==> config.mk <==
export PLATFORM = sky130hd
export DESIGN_NAME = inst_mem_arbiter_flat
export DESIGN_NICKNAME = d
export VERILOG_FILES = /design/src/rtl/inst_mem_arbiter_if.sv /design/src/rtl/inst_mem_arbiter.sv /design/src/flat_wrapper.sv
export SDC_FILE = /design/constraint.sdc
export NUM_CORES = 1
export LEC_CHECK = 0
export BUFFER_PORTS_ARGS = -buffer_cell sky130_fd_sc_hd__buf_2
export CAP_MARGIN = 10
export CORE_UTILIZATION = 28
export CTS_CLUSTER_SIZE = 20
export DETAILED_ROUTE_END_ITERATION = 12
export PLACE_DENSITY = 0.61
export SLEW_MARGIN = 40
export SYNTH_ARGS = -nofsm -noshare
export SYNTH_HDL_FRONTEND = slang
export SYNTH_SLANG_ARGS = --single-unit
==> constraint.sdc <==
create_clock -name i_Clk -period 2.6 [get_ports i_Clk]
set_input_delay 0.52 -clock i_Clk [delete_from_list [all_inputs] [get_ports i_Clk]]
set_output_delay 0.52 -clock i_Clk [all_outputs]
set_load 0.02 [all_outputs]
==> src/rtl/inst_mem_arbiter_if.sv <==
// Loader-side bus of the instruction-memory arbiter: session request,
// write strobe/address/data, and grant/ack/abort/count status back to the loader.
interface inst_mem_arbiter_if #(
   parameter int ADDR_W = 32,
   parameter int DATA_W = 32,
   parameter int CNT_W  = 16
);
   logic              i_ld_req;
   logic              i_ld_we;
   logic [ADDR_W-1:0] i_ld_addr;
   logic [DATA_W-1:0] i_ld_data;
   logic              o_ld_gnt;
   logic              o_ld_ack;
   logic              o_ld_err;
   logic [CNT_W-1:0]  o_ld_count;

   modport master (
      output i_ld_req, i_ld_we, i_ld_addr, i_ld_data,
      input  o_ld_gnt, o_ld_ack, o_ld_err, o_ld_count
   );

   modport slave (
      input  i_ld_req, i_ld_we, i_ld_addr, i_ld_data,
      output o_ld_gnt, o_ld_ack, o_ld_err, o_ld_count
   );
endinterface

==> src/rtl/inst_mem_arbiter.sv <==
// Shares the instruction-memory port between fetch and a program loader, holding then flushing IF/ID.
// Optional macro LOADER_PC_RESTART_EN adds o_pc_restart, pulsed on a normally ended session.
module inst_mem_arbiter #(
   parameter int ADDR_W     = 32,
   parameter int DATA_W     = 32,
   parameter int LD_TIMEOUT = 256,
   parameter int CNT_W      = 16
) (
   input  logic                 i_Clk,
   input  logic                 i_reset,
   input  logic [ADDR_W-1:0]    i_pc_addr,
   input  logic [1:0]           i_ex_hold_flag,
   inst_mem_arbiter_if.slave    ld,
   output logic [ADDR_W-1:0]    o_mem_r_addr,
   output logic                 o_mem_we,
   output logic [ADDR_W-1:0]    o_mem_w_addr,
   output logic [DATA_W-1:0]    o_mem_w_data,
   output logic [1:0]           o_hold_flag,
`ifdef LOADER_PC_RESTART_EN
   output logic                 o_pc_restart,
`endif
   output logic                 o_busy
);
   localparam int IDLE_W = (LD_TIMEOUT > 2) ? $clog2(LD_TIMEOUT) : 1;
   localparam logic [1:0] HOLD_STALL = 2'b01;
   localparam logic [1:0] HOLD_FLUSH = 2'b10;

   typedef enum logic [1:0] {FETCH, DRAIN, LOAD, RELEASE} state_t;

   state_t            state_reg, state_next;
   logic [ADDR_W-1:0] frozen_addr_reg;
   logic [IDLE_W-1:0] idle_reg, idle_next;
   logic [CNT_W-1:0]  count_reg, count_next;
   logic              ack_reg, ack_next;
   logic              err_reg, err_next;
   logic              armed_reg, armed_next;
   logic              capture;

   always_comb begin
      state_next  = state_reg;
      idle_next   = idle_reg;
      count_next  = count_reg;
      ack_next    = 1'b0;
      err_next    = 1'b0;
      armed_next  = armed_reg;
      capture     = 1'b0;
      o_hold_flag = i_ex_hold_flag;
      o_mem_r_addr = i_pc_addr;
      // A timed-out loader must drop its request before it may own memory again
      if (!ld.i_ld_req)
         armed_next = 1'b1;
      case (state_reg)
         FETCH: begin
            if (ld.i_ld_req && armed_reg) begin
               state_next = DRAIN;
               count_next = '0;
               capture    = 1'b1;
            end
         end
         DRAIN: begin
            o_hold_flag  = HOLD_STALL;
            o_mem_r_addr = frozen_addr_reg;
            idle_next    = '0;
            state_next   = LOAD;
         end
         LOAD: begin
            o_hold_flag  = HOLD_STALL;
            o_mem_r_addr = frozen_addr_reg;
            if (!ld.i_ld_req) begin
               state_next = RELEASE;
            end else if (ld.i_ld_we) begin
               ack_next  = 1'b1;
               idle_next = '0;
               if (count_reg != '1)
                  count_next = count_reg + 1'b1;
            end else if (idle_reg == IDLE_W'(LD_TIMEOUT - 1)) begin
               err_next   = 1'b1;
               armed_next = 1'b0;
               state_next = RELEASE;
            end else begin
               idle_next = idle_reg + 1'b1;
            end
         end
         RELEASE: begin
            o_hold_flag = HOLD_FLUSH;
            state_next  = FETCH;
         end
         default: state_next = FETCH;
      endcase
   end

   always_ff @(posedge i_Clk or posedge i_reset) begin
      if (i_reset) begin
         state_reg       <= FETCH;
         frozen_addr_reg <= '0;
         idle_reg        <= '0;
         count_reg       <= '0;
         ack_reg         <= 1'b0;
         err_reg         <= 1'b0;
         armed_reg       <= 1'b1;
      end else begin
         state_reg <= state_next;
         if (capture)
            frozen_addr_reg <= i_pc_addr;
         idle_reg  <= idle_next;
         count_reg <= count_next;
         ack_reg   <= ack_next;
         err_reg   <= err_next;
         armed_reg <= armed_next;
      end
   end

   // Write strobe is gated by reset so a write in flight dies the moment reset rises
   assign o_mem_we     = (state_reg == LOAD) && ld.i_ld_we && ld.i_ld_req && !i_reset;
   assign o_mem_w_addr = (state_reg == LOAD) ? ld.i_ld_addr : '0;
   assign o_mem_w_data = (state_reg == LOAD) ? ld.i_ld_data : '0;
   assign o_busy       = (state_reg != FETCH);

   assign ld.o_ld_gnt   = (state_reg == LOAD);
   assign ld.o_ld_ack   = ack_reg;
   assign ld.o_ld_err   = err_reg;
   assign ld.o_ld_count = count_reg;

`ifdef LOADER_PC_RESTART_EN
   // armed_reg is low during RELEASE only when the session was aborted by timeout
   assign o_pc_restart = (state_reg == RELEASE) && armed_reg;
`endif
endmodule

==> src/flat_wrapper.sv <==
// flat-port wrapper written by rule: the top's interface ports become plain ports
module inst_mem_arbiter_flat 
#(
   parameter int ADDR_W     = 32,
   parameter int DATA_W     = 32,
   parameter int LD_TIMEOUT = 256,
   parameter int CNT_W      = 16
)
  (i_Clk, i_reset, i_pc_addr, i_ex_hold_flag, o_mem_r_addr, o_mem_we, o_mem_w_addr, o_mem_w_data, o_hold_flag, o_busy, ld_i_ld_req, ld_i_ld_we, ld_i_ld_addr, ld_i_ld_data, ld_o_ld_gnt, ld_o_ld_ack, ld_o_ld_err, ld_o_ld_count);
  inst_mem_arbiter_if #(.ADDR_W(ADDR_W), .DATA_W(DATA_W), .CNT_W(CNT_W)) ld_i ();
  input  logic i_Clk;
  input  logic i_reset;
  input  logic [ADDR_W-1:0] i_pc_addr;
  input  logic [1:0] i_ex_hold_flag;
  output logic [ADDR_W-1:0] o_mem_r_addr;
  output logic o_mem_we;
  output logic [ADDR_W-1:0] o_mem_w_addr;
  output logic [DATA_W-1:0] o_mem_w_data;
  output logic [1:0] o_hold_flag;
  output logic o_busy;
  input wire logic [$bits(ld_i.i_ld_req)-1:0] ld_i_ld_req;
  input wire logic [$bits(ld_i.i_ld_we)-1:0] ld_i_ld_we;
  input wire logic [$bits(ld_i.i_ld_addr)-1:0] ld_i_ld_addr;
  input wire logic [$bits(ld_i.i_ld_data)-1:0] ld_i_ld_data;
  output wire logic [$bits(ld_i.o_ld_gnt)-1:0] ld_o_ld_gnt;
  output wire logic [$bits(ld_i.o_ld_ack)-1:0] ld_o_ld_ack;
  output wire logic [$bits(ld_i.o_ld_err)-1:0] ld_o_ld_err;
  output wire logic [$bits(ld_i.o_ld_count)-1:0] ld_o_ld_count;
  assign ld_i.i_ld_req = ld_i_ld_req;
  assign ld_i.i_ld_we = ld_i_ld_we;
  assign ld_i.i_ld_addr = ld_i_ld_addr;
  assign ld_i.i_ld_data = ld_i_ld_data;
  assign ld_o_ld_gnt = ld_i.o_ld_gnt;
  assign ld_o_ld_ack = ld_i.o_ld_ack;
  assign ld_o_ld_err = ld_i.o_ld_err;
  assign ld_o_ld_count = ld_i.o_ld_count;
  inst_mem_arbiter #(.ADDR_W(ADDR_W), .DATA_W(DATA_W), .LD_TIMEOUT(LD_TIMEOUT), .CNT_W(CNT_W)) u_core (.i_Clk(i_Clk), .i_reset(i_reset), .i_pc_addr(i_pc_addr), .i_ex_hold_flag(i_ex_hold_flag), .ld(ld_i), .o_mem_r_addr(o_mem_r_addr), .o_mem_we(o_mem_we), .o_mem_w_addr(o_mem_w_addr), .o_mem_w_data(o_mem_w_data), .o_hold_flag(o_hold_flag), .o_busy(o_busy));
endmodule
---- Word level (Yosys, flattened, before mapping) ----
Index checks and enable logic that the tools add are counted.
word-level totals
  bits in registers ....................... 61
  latch bits .............................. 0
  memory bits (writable) .................. 0
  bits in read-only memories .............. 0
  input bits .............................. 102
  output and inout bits ................... 119
  word-level logic and storage cells ...... 66
  memories kept ........................... 0
cells by class
  $add $sub $neg .......................... 2
  $mul .................................... 0
  div/mod/pow operators ................... 0
  $lt $le $gt $ge ......................... 0
  eq/ne operators ......................... 12
  shift operators ......................... 0
  muxes and demuxes ....................... 32
  bitwise gates (word level) .............. 0
  reduce and logical (&&, ||, !) cells .... 13
operator list
  operator                                                         number
  32-bit two-way mux                                               3
  16-bit two-way mux                                               4
  16-bit case mux with 2 select lines                              1
  8-bit two-way mux                                                3
  16-bit by 1-bit adder with 16-bit output, second input constant  1
  16-bit != test, second input constant                            1
  8-bit case mux with 2 select lines                               1
  1-bit two-way mux                                                14
  8-bit by 1-bit adder with 8-bit output, second input constant    1
  8-bit == test, second input constant                             1
  2-bit two-way mux                                                4
  2-bit case mux with 4 select lines                               1
  3-bit != test, second input constant                             2
  3-bit AND reduction                                              2
  2-bit nonzero test                                               3
  5-bit AND reduction                                              1
  2-bit == test, second input constant                             2
  1-bit logical AND                                                4
  2-bit by 1-bit != test with 1-bit output, second input constant  2
  2-bit != test, second input constant                             2
  2-bit case mux with 2 select lines                               1
  3-bit by 2-bit != test with 1-bit output, second input constant  1
  2-bit by 1-bit == test with 1-bit output, second input constant  1
  2-bit zero test                                                  1
  2 further kinds                                                  2

---- Logic depth before layout (Yosys ltp) ----
  depth after elaboration ................. 5
  gate-level depth with buffers ........... 8
  gate-level depth less buffers ........... 6

---- Worst setup path after synthesis ----
No wires, ideal clock.
  path kind ............................... input port to output port
  start ................................... in i_reset
  end ..................................... out o_mem_we
  arrival ................................. 2.188 ns
  data required time ...................... 2.080 ns
  setup slack ............................. -0.108 ns
  cell stages on the path ................. 2
  path buffers ............................ 0
  cell sequence ........................... inv_1 and2_1
between the ends
  longest elaborated chain between the ends .. 2
ends and longest elaborated chain
  element                    line                     text
  from (decl)                flat_wrapper.sv:12       input logic i_reset;
  1-bit zero test (no line)  n/a
  1-bit logical AND          inst_mem_arbiter.sv:114  assign o_mem_we = (state_reg == LOAD) && ld.i_ld_we && ld.i_ld_req && !i_reset;
  to (decl)                  flat_wrapper.sv:16       output logic o_mem_we;
No other way between the ends.

---- Final worst setup path ----
  start ................................... reg u_core.state_reg[0]
  end ..................................... out o_mem_w_data[9]
between the ends
  longest elaborated chain between the ends .. 2
ends and longest elaborated chain
  element                 line                     text
  from (decl)             inst_mem_arbiter.sv:30   state_t state_reg, state_next;
  from (signal assigned)  inst_mem_arbiter.sv:102  state_reg <= state_next;
  2-bit == test           inst_mem_arbiter.sv:116  assign o_mem_w_data = (state_reg == LOAD) ? ld.i_ld_data : '0;
  32-bit two-way mux      inst_mem_arbiter.sv:116
  to (decl)               flat_wrapper.sv:18       output logic [DATA_W-1:0] o_mem_w_data;
No other way between the ends.

==> Flow_metrics.wiki <==
{| class="wikitable"
! Metric !! Value
|-
| Detail Placement HPWL || 8.04 mm
|-
| Cell at the root of the clock tree || sky130_fd_sc_hd__clkbuf_16
|-
| Clock latency of the later-clocked register in the worst-skew pair || 330 ps
|-
| Nature of the critical path startpoint || register
|-
| Timing-limited maximum frequency || just over 400 MHz
|-
| Finish-stage setup viols || 0
|-
| Core occupancy in the finished layout || 0.410
|-
| Fraction of power consumed by sequential logic || 0.224
|-
| Cell count after synthesis || 372
|-
| Yosys warnings || 0
|-
| Input/output buffers || 220
|-
| Largest net degree at the start of global routing || 69
|-
| Post-synth EDFFs || 0
|-
| Mean instance size in the synthesized netlist || 10.3 µm²
|-
| Number of placement rows || 42
|-
| Post-DRT Antenna Nets || 0
|-
| Overflow left after global routing || 0
|-
| Max-slew headroom || 0.615
|-
| Height of the chip || 119 µm
|-
| Total negative slack for setup checks || 0 ps
|-
| Non-Filler Cell Area, Final || about 5500 µm²
|-
| DRC violation total after the first TritonRoute iteration || 84
|-
| Leading post-synthesis cells by cell area || sky130_fd_sc_hd__dfrtp_1 (39%), sky130_fd_sc_hd__mux2_2 (20%), sky130_fd_sc_hd__and2_1 (11%)
|-
| Area fraction of the dominant cell type after synthesis || 0.393
|-
| # resized after CTS || 0
|-
| Hold Violations, Final || 0
|-
| Endpoint required time on the critical path || between 2000 and 2500 ps
|-
| Area of the multi-input gates || 2150 µm²
|-
| Shortest period the worst path allows || between 2000 and 2500 ps
|-
| First-pass GRT wire length || approximately 18 mm
|-
| Layout-stage area growth over the synthesis result || 42.8%
|-
| Final antenna diode count || 0
|-
| Post-Synthesis Net Count || 480
|-
| Share of power burned in the clock network || 0.191
|-
| Clock-pin slew on the worst setup and hold paths || around 50 ps
|-
| FF+latch count, synth || 61
|-
| Setup repair after global routing missed its margin || no
|-
| IR drop worst, VDD || 0.000727 V
|-
| Number of buffers inserted for hold repair after clock tree synthesis || 0
|-
| Number of antenna violations at the first check in global routing || 0
|-
| Cell area after placement || 5100 µm²
|-
| Initial core utilization || 0.287
|-
| Post-route DRC || 0
|-
| CTS sink count || 61
|-
| Buffers from clock root to sink, at most || 2
|-
| Post-CTS Setup Bufs || 0
|-
| Ratio of cells with drive above 1 in the final layout || 0.546
|-
| Placed instance count || 751
|-
| Net count, final || ~700
|-
| Pre-Repair DR Iteration Count || 4
|-
| Ys async rst share || 1.00
|-
| Number of global-route vias before repair || 3,555
|-
| Number of flip-flops under the largest register name || 32
|-
| Width of the die || 119 µm
|-
| Internal power of the cells || 0.00398 W
|-
| Global placement routability congestion || 0.901
|-
| Max-cap check violation count || 0
|-
| Clock tree from TritonCTS || yes
|-
| Share of the yosys chip area belonging to registers || 0.400
|-
| Kind of critical path || reg2out
|-
| GRT Overall Usage || 0.159
|-
| Fraction of power spent switching nets || 0.431
|-
| Setup skew after layout || 6.66 ps
|-
| CP Max Fanout || 68
|-
| Placeable core area || 13,300 µm²
|-
| Path type of the worst min-delay path || in2async
|-
| Period utilization || 0.929
|-
| I/O pin count || 221
|-
| Power density relative to cell area || 1280 nW/µm²
|-
| Max-slew violation count || 0
|-
| Arrival time reported for the critical path endpoint || 1900 ps
|-
| DRT Wirelength || 10.9 mm
|-
| Number of distinct library cell variants in the gate-level netlist after synthesis || 49
|-
| Proportion of power drawn by combinational gates || 0.585
|-
| Measured slew at the worst slew-check pin || 578 ps
|-
| H-tree lvl count || 3
|-
| Total number of vias || 3,698
|-
| Power, Total || 0.00699 W
|-
| NetSw || approximately 0.0030 W
|-
| Number of non-filler instances in the completed layout || 766
|-
| Die ar. || 14,100 µm²
|-
| Sequential cell area || roughly 1500 µm²
|-
| Flip-flop cell with the highest count after synthesis || sky130_fd_sc_hd__dfrtp_1
|-
| Leak pwr || 2.81 nW
|-
| Filler cell count || 1,343
|-
| Cell area after technology mapping || 3820 µm²
|-
| Critical path endpoint category || output pin
|-
| Total clock buffers created by CTS || 9
|-
| Outcome || completed
|-
| Post-DR vias/cell || 4.83
|-
| WL/cell || roughly 14 µm
|-
| Largest area contributor in the netlist || sky130_fd_sc_hd__dfrtp_1
|}
[layer usage]
| metal | vias to the layer above | wire length (µm) | GRT usage | part of all wire |
|---|---|---|---|---|
| met3 | 9 | 823 | 0.0550 | 0.076 |
| met1 | 1767 | 4520 | 0.183 | 0.41 |
| met2 | 155 | 5460 | 0.279 | 0.50 |
| li1 | 1767 | - | - | - |
| met5 | - | 0 | 0 | 0 |
| met4 | 0 | 86 | 0.0380 | 0.0079 |
[per-stage QoR]
stage	hold WS [ps]	worst slack, ps
floorplan	474	267
global placement	483	492
detailed placement	488	428
CTS	419	67.3
global route	421	67.2
finish	374	185
[power by group through the flow]
stage	clock [W]	sequential, W	combinational [W]
detailed placement	0	0.00157	0.00410
global route	0.00143	0.00162	0.00442
CTS	0.00138	0.00157	0.00411
finish	0.00133	0.00157	0.00409
global placement	0	0.00157	0.00401
floorplan	0	0.00158	0.00286
[area by class of cell]
class	count	area share
clock buffers	12	0.0488
inverters	9	0.00688
flip-flops and latches	61	0.280
multi-input cells	276	0.394
clock inverters	3	0.0124
repair buffers	229	0.218
well taps	176	0.0404
[synthesized netlist by cell type, drive strengths merged (2+ instances only)]
cell type / instances
o211a: 2
a211o: 2
dfrtp: 60
nor4: 5
inv: 9
mux2: 70
a2bb2oi: 3
buf: 14
o211ai: 7
nor2: 4
nor3: 3
nand2: 20
clkbuf: 12
and3: 7
o41ai: 2
a21oi: 8
nand2b: 3
ha: 6
and4: 3
and2: 68
nand4: 10
nand3: 21
a31o: 4
o21ai: 6
or4: 9
[worst max-delay path: stages, from the launching register on]
cell and delay [ps]:
sky130_fd_sc_hd__dfrtp_1 370, sky130_fd_sc_hd__inv_1 180, sky130_fd_sc_hd__ha_2 280, sky130_fd_sc_hd__buf_6 340
sky130_fd_sc_hd__and2_1 200, sky130_fd_sc_hd__buf_2 170
[kinds of logic (layout without fill, tap and decap cells)]
logic type,after synthesis,count (layout),share of synthesized area
and+or+nand+nor,156,156,0.248
muxes,70,70,0.207
DFF,61,61,0.400
AOI/OAI and AO/OA,44,44,0.0835
buffers and inverters,35,253,0.0416
adders and majority gates,6,6,0.0197
[final timing paths]
path | endpoint | start | slack [ps] | cells after the start
setup / recovery | o_mem_w_data[9] | u_core.state_reg[0] | 180 | 5
hold / removal | u_core.frozen_addr_reg[7] | i_reset | 370 | 3
setup reg to reg | u_core.ld.o_ld_count[3] | u_core.state_reg[0] | 450 | 6
hold reg to reg | u_core.frozen_addr_reg[0] | u_core.frozen_addr_reg[0] | 500 | 1
max in group asynchronous | u_core.frozen_addr_reg[22] | i_reset | 1840 | 3
min in group i_Clk | u_core.frozen_addr_reg[28] | i_pc_addr[28] | 430 | 2
[placed cells by master, fill, tap and decap left out, drive strengths merged, types with 8 or more instances in the layout]
master  count
nand2      20
nand4      10
or4         9
inv         8
clkbuf     12
mux2       70
nand3      21
buf       229
dfrtp      60
and2       68
a21oi       8
No activity file was read; power rests on OpenSTA's default activity.
